==> config.mk <==
export PLATFORM = sky130hd
export DESIGN_NAME = rah_app_arbiter
export DESIGN_NICKNAME = d
export VERILOG_FILES = /design/src/rtl/rah_app_arbiter.sv
export SDC_FILE = /design/constraint.sdc
export NUM_CORES = 1
export LEC_CHECK = 0
export CAP_MARGIN = 20
export CORE_ASPECT_RATIO = 0.6
export CORE_UTILIZATION = 40
export CTS_BUF_LIST = sky130_fd_sc_hd__clkbuf_4
export DETAILED_ROUTE_END_ITERATION = 12
export GPL_ROUTABILITY_DRIVEN = 0
export PLACE_DENSITY = 0.84
export SLEW_MARGIN = 20
export SYNTH_ARGS = -nofsm -noshare
export SYNTH_HDL_FRONTEND = slang
export SYNTH_SLANG_ARGS = --single-unit
==> constraint.sdc <==
create_clock -name clk -period 2.35 [get_ports clk]
set_input_delay 0.47 -clock clk [delete_from_list [all_inputs] [get_ports clk]]
set_output_delay 0.47 -clock clk [all_outputs]
set_load 0.02 [all_outputs]
==> src/rtl/rah_app_arbiter.sv <==
// Round-robin arbiter that shares the RAH encoder write port between app lanes.
// Each grant carries a bounded burst, and the encoder's programmable-full stalls it with zero latency.
module rah_app_arbiter #(
    parameter int unsigned TOTAL_APPS = 2,
    parameter int unsigned DATA_WIDTH = 48,
    parameter int unsigned MAX_BURST  = 16,
    parameter int unsigned ID_WIDTH   = (TOTAL_APPS > 1) ? $clog2(TOTAL_APPS) : 1
) (
    input  logic                             clk,
    input  logic                             rst_n,
    input  logic [TOTAL_APPS-1:0]            req_valid,
    input  logic [TOTAL_APPS*DATA_WIDTH-1:0] req_data,
    input  logic [TOTAL_APPS-1:0]            req_last,
    output logic [TOTAL_APPS-1:0]            req_ready,
    input  logic                             out_full,
    output logic                             out_valid,
    output logic [DATA_WIDTH-1:0]            out_data,
    output logic [ID_WIDTH-1:0]              out_app_id,
    output logic                             out_last,
    output logic                             busy
);

    localparam int unsigned CNT_W = $clog2(MAX_BURST + 1);

    typedef enum logic {
        ST_IDLE,
        ST_GRANT
    } state_e;

    state_e                state_q, state_d;
    logic [ID_WIDTH-1:0]   rr_ptr_q, rr_ptr_d;
    logic [ID_WIDTH-1:0]   grant_idx_q, grant_idx_d;
    logic [CNT_W-1:0]      beat_cnt_q, beat_cnt_d;
    logic                  out_valid_q, out_valid_d;
    logic [DATA_WIDTH-1:0] out_data_q, out_data_d;
    logic [ID_WIDTH-1:0]   out_app_id_q, out_app_id_d;
    logic                  out_last_q, out_last_d;

    logic                  sel_valid;
    logic                  sel_last;
    logic [DATA_WIDTH-1:0] sel_data;
    logic                  lo_found, hi_found;
    logic [ID_WIDTH-1:0]   lo_pick, hi_pick, pick;
    logic                  xfer;
    logic                  burst_end;

    // Lane mux for the current owner
    always_comb begin
        sel_valid = 1'b0;
        sel_last  = 1'b0;
        sel_data  = '0;
        for (int unsigned i = 0; i < TOTAL_APPS; i++) begin
            if (grant_idx_q == ID_WIDTH'(i)) begin
                sel_valid = req_valid[i];
                sel_last  = req_last[i];
                sel_data  = req_data[i*DATA_WIDTH +: DATA_WIDTH];
            end
        end
    end

    // First requester at or after rr_ptr; fall back to the lowest requester to wrap
    always_comb begin
        lo_found = 1'b0;
        hi_found = 1'b0;
        lo_pick  = '0;
        hi_pick  = '0;
        for (int unsigned i = 0; i < TOTAL_APPS; i++) begin
            if (req_valid[i] && !lo_found) begin
                lo_found = 1'b1;
                lo_pick  = ID_WIDTH'(i);
            end
            if (req_valid[i] && !hi_found && (i >= 32'(rr_ptr_q))) begin
                hi_found = 1'b1;
                hi_pick  = ID_WIDTH'(i);
            end
        end
        pick = hi_found ? hi_pick : lo_pick;
    end

    always_comb begin
        state_d      = state_q;
        rr_ptr_d     = rr_ptr_q;
        grant_idx_d  = grant_idx_q;
        beat_cnt_d   = beat_cnt_q;
        req_ready    = '0;
        xfer         = 1'b0;
        burst_end    = 1'b0;
        out_valid_d  = 1'b0;
        out_data_d   = out_data_q;
        out_app_id_d = out_app_id_q;
        out_last_d   = 1'b0;

        case (state_q)
            ST_IDLE: begin
                if (|req_valid) begin
                    grant_idx_d = pick;
                    beat_cnt_d  = '0;
                    state_d     = ST_GRANT;
                end
            end
            ST_GRANT: begin
                // Ready follows out_full combinationally so a full edge blocks that same edge
                for (int unsigned i = 0; i < TOTAL_APPS; i++) begin
                    if (grant_idx_q == ID_WIDTH'(i)) begin
                        req_ready[i] = ~out_full;
                    end
                end
                xfer = sel_valid & ~out_full;
                if (xfer) begin
                    beat_cnt_d   = beat_cnt_q + CNT_W'(1);
                    burst_end    = sel_last | (beat_cnt_q + CNT_W'(1) == CNT_W'(MAX_BURST));
                    out_valid_d  = 1'b1;
                    out_data_d   = sel_data;
                    out_app_id_d = grant_idx_q;
                    out_last_d   = burst_end;
                    if (burst_end) begin
                        rr_ptr_d = (grant_idx_q == ID_WIDTH'(TOTAL_APPS - 1)) ?
                                   '0 : grant_idx_q + ID_WIDTH'(1);
                        state_d  = ST_IDLE;
                    end
                end
            end
            default: state_d = ST_IDLE;
        endcase
    end

    always_ff @(posedge clk or negedge rst_n) begin
        if (!rst_n) begin
            state_q      <= ST_IDLE;
            rr_ptr_q     <= '0;
            grant_idx_q  <= '0;
            beat_cnt_q   <= '0;
            out_valid_q  <= 1'b0;
            out_data_q   <= '0;
            out_app_id_q <= '0;
            out_last_q   <= 1'b0;
        end else begin
            state_q      <= state_d;
            rr_ptr_q     <= rr_ptr_d;
            grant_idx_q  <= grant_idx_d;
            beat_cnt_q   <= beat_cnt_d;
            out_valid_q  <= out_valid_d;
            out_data_q   <= out_data_d;
            out_app_id_q <= out_app_id_d;
            out_last_q   <= out_last_d;
        end
    end

    assign out_valid  = out_valid_q;
    assign out_data   = out_data_q;
    assign out_app_id = out_app_id_q;
    assign out_last   = out_last_q;
    assign busy       = (state_q == ST_GRANT);

endmodule

==> results of run 1 <==
-- report_power, final --
group | total [mW] | internal (mW) | switching, mW
clock network | 0.809 | 0.452 | 0.356
logic | 2.73 | 1.34 | 1.39
registers | 1.72 | 1.46 | 0.261
total | 5.26 | 3.26 | 2.01
-- state kept, by name, summed over array words and instances, names as in the netlist --
| register | count |
|---|---|
| out_data | 48 |
| beat_cnt_q | 5 |
| busy | 1 |
| grant_idx_q | 1 |
| out_app_id | 1 |
| out_last | 1 |
| out_valid | 1 |
| rr_ptr_q | 1 |
-- metal layers --
| metal | vias up | global-route usage, % |
|---|---|---|
| li1 | 1245 | - |
| met1 | 1151 | 23.8 |
| met2 | 102 | 37.9 |
| met3 | 5 | 8.57 |
| met4 | 0 | 4.56 |
| met5 | - | 0 |
-- worst max-delay path by stage --
stage / endpoint / slack, ps / start
final: req_ready[1] / 240 / out_full
after global placement: req_ready[1] / 20 / out_full
after global routing: req_ready[1] / 180 / out_full
after floorplan: req_ready[0] / 770 / grant_idx_q$_DFFE_PN0P_
after detailed placement: req_ready[1] / -30 / out_full
after CTS: req_ready[0] / 40 / out_full
-- stage by stage --
| step | std cells | total power [mW] | hold slack (ps) | utilization, % | worst slack (ps) |
|---|---|---|---|---|---|
| floorplan | 267 | 3.21 | 174 | - | 772 |
| finish | 515 | 5.26 | 31.4 | 71.9 | 242 |
| global placement | 498 | 4.42 | 460 | 69.3 | 22.1 |
| detailed placement | 498 | 4.51 | 469 | 69.3 | -30.3 |
| global route | 515 | 5.63 | 33.7 | 71.9 | 183 |
| CTS | 514 | 5.33 | 22.9 | 71.8 | 36.4 |
-- kinds of logic after synthesis --
family                     count (synthesis)  synth area share [%]
and+or+nand+nor                           69                  10.7
AOI/OAI and AO/OA                         66                  12.6
adders and majority gates                  1                 0.455
xor gates and xnor gates                   2                 0.637
buffers and inverters                     20                  3.68
DFF                                       59                  53.7
muxes                                     50                  18.2
-- cell type report --
| cell class | instances | share of cell area, % |
|---|---|---|
| Clock buffer | 11 | 1.81 |
| Clock inverter | 5 | 1.70 |
| Multi-Input combinational cell | 188 | 25.7 |
| Sequential cell | 59 | 32.3 |
| Timing Repair Buffer | 164 | 35.9 |
| Inverter | 3 | 0.246 |
| Antenna cell | 1 | 0.0547 |
| Tap cell | 84 | 2.30 |
-- cells in the final DEF (no fill, tap or decap), types with 2 or more instances in the layout --
cell	synthesis	layout
buf_12	0	2
nand2_1	55	55
clkbuf_4	0	11
o21ai_0	55	55
nor2_1	3	3
xor2_1	2	2
a21oi_1	5	5
bufinv_16	0	2
nand3_1	2	2
mux2i_1	50	50
clkdlybuf4s50_1	0	153
dfrtp_1	59	58
nor2b_1	2	2
buf_4	1	6
clkinv_2	0	2
inv_1	3	3
-- timing repair --
action / in CTS / in global routing
cloned: 0 / 0
endpoints found under the setup margin: 1 / 1
hold endpoints to repair: 0 / 0
resized for setup: 1 / 1
hold buffers: 0 / 0
==> reports/metrics.csv, run 1 <==
metric;value;unit
drive_gt1_share;6.28;%
start_util;43.3;%
antenna_left;0;
clock_latency;400;ps
dp_hpwl;5610;um
synth_seq_area_share;53.7;%
regArea;0.00148;mm2
reg2reg_to;busy$_DFF_PN0_;
crit_family;buffers and inverters;
drt_pass1_iterations;4;
rsz0062_at_grt;no;
worstSetupEndpointType;output port;
finalCritPeriodShare;89.7;%
finalHoldViolations;0;
max_stage_delay;420;ps
cts_buffers;9;
maxSlewHeadroom;54.7;%
grt_max_degree;55;
syn_nets;371;
wl_met3;732;um
finalClockSkew;17.3;ps
fmax;0.474;GHz
grt_pass1_vias;2467;
die_w;109;um
htreeDepth;3;
hold_path_class;in -> async;
row_count;22;
top_layer;met4;
vdd_drop_max;0.618;mV
period_needed;2110;ps
grtUsageTotal;21.2;%
timing.rr.start;grant_idx_q$_DFFE_PN0P_;
powerDensity;1150;mW/mm2
critPathKind;in -> out;
r2r_slack;650;ps
worst-path-buf-inv;2;
post_drt_wl_per_cell;14.2;um
fillers;506;
drt_iter0_markers;115;
async_flop_share;100;%
crit_slowest_cell;clkdlybuf4s50_1;
arrival;1640;ps
netlist.top_cell.by_area;dfrtp_1;
ys_ff_latch;59;
wl_met2;3590;um
cp_num_cells;4;
post_dp_cell_area;0.00441;mm2
grt_antenna_before_repair;1;
synthTopCellsByArea;dfrtp_1, mux2i_1, o21ai_0;
path_clk_slew;100;ps
worstPathCellList;clkdlybuf4s50_1, nand2b_1, nor2_1, dlygate4sd2_1;
synth.most_common_cell;dfrtp_1;
m1WireLength;2930;um
cts_root_buffer;clkbuf_4;
final_area;0.00457;mm2
required;1880;ps
yosysWarnings;0;
ios;157;
ys_top_cells_by_count;dfrtp_1, nand2_1, o21ai_0, mux2i_1, buf_2;
worstRegToRegCells;4;
vias_per_cell;4.86;
multiInputGateArea;0.00117;mm2
clock-sinks;59;
synth_area;0.00275;mm2
wirelength;7290;um
grt_overflow;0;
cts_tree;built;
max-cap-violations;0;
layout.nets;529;
fin_tns_setup;0;ps
synth_edf_count;0;
synth_cell_type_count;29;
io_buffers;156;
cts_setup_buffers;0;
setup_violations;0;
route.vias.total;2503;
avgSynthCellArea;10.3;um2
slew_violations;0;
synth_ff_type;dfrtp_1;
drc_errors;0;
cp_max_fo;3;
status;finished clean;
die_y;66.2;um
syn_to_final_growth;66.2;%
p_leak;2.11;nW
cts.path.max_buffers;2;
core;0.00636;mm2
critPathLaunchType;input pin;
worstMarginPinSlew;680;ps
netlist_instances;267;
yosys.area.top_type_share;53.7;%
die_area;0.00722;mm2
grt_pass1_wl;11400;um
No activity file was read; power rests on OpenSTA's default activity.
==> run 2, diff against run 1 <==
--- a/config.mk
+++ b/config.mk
@@ -9,6 +9,7 @@
 export CORE_ASPECT_RATIO = 0.6
 export CORE_UTILIZATION = 40
 export CTS_BUF_LIST = sky130_fd_sc_hd__clkbuf_4
+export CTS_CLUSTER_SIZE = 14
 export DETAILED_ROUTE_END_ITERATION = 12
 export GPL_ROUTABILITY_DRIVEN = 0
 export PLACE_DENSITY = 0.84
==> results of run 2 <==
Final layout, timing and power as in run 1 (identical DEF).
==> run 3, diff against run 2 <==
--- a/config.mk
+++ b/config.mk
@@ -13,6 +13,7 @@
 export DETAILED_ROUTE_END_ITERATION = 12
 export GPL_ROUTABILITY_DRIVEN = 0
 export PLACE_DENSITY = 0.84
+export SKIP_LAST_GASP = 1
 export SLEW_MARGIN = 20
 export SYNTH_ARGS = -nofsm -noshare
 export SYNTH_HDL_FRONTEND = slang
==> results of run 3 <==
Final layout, timing and power as in run 1 (identical DEF).
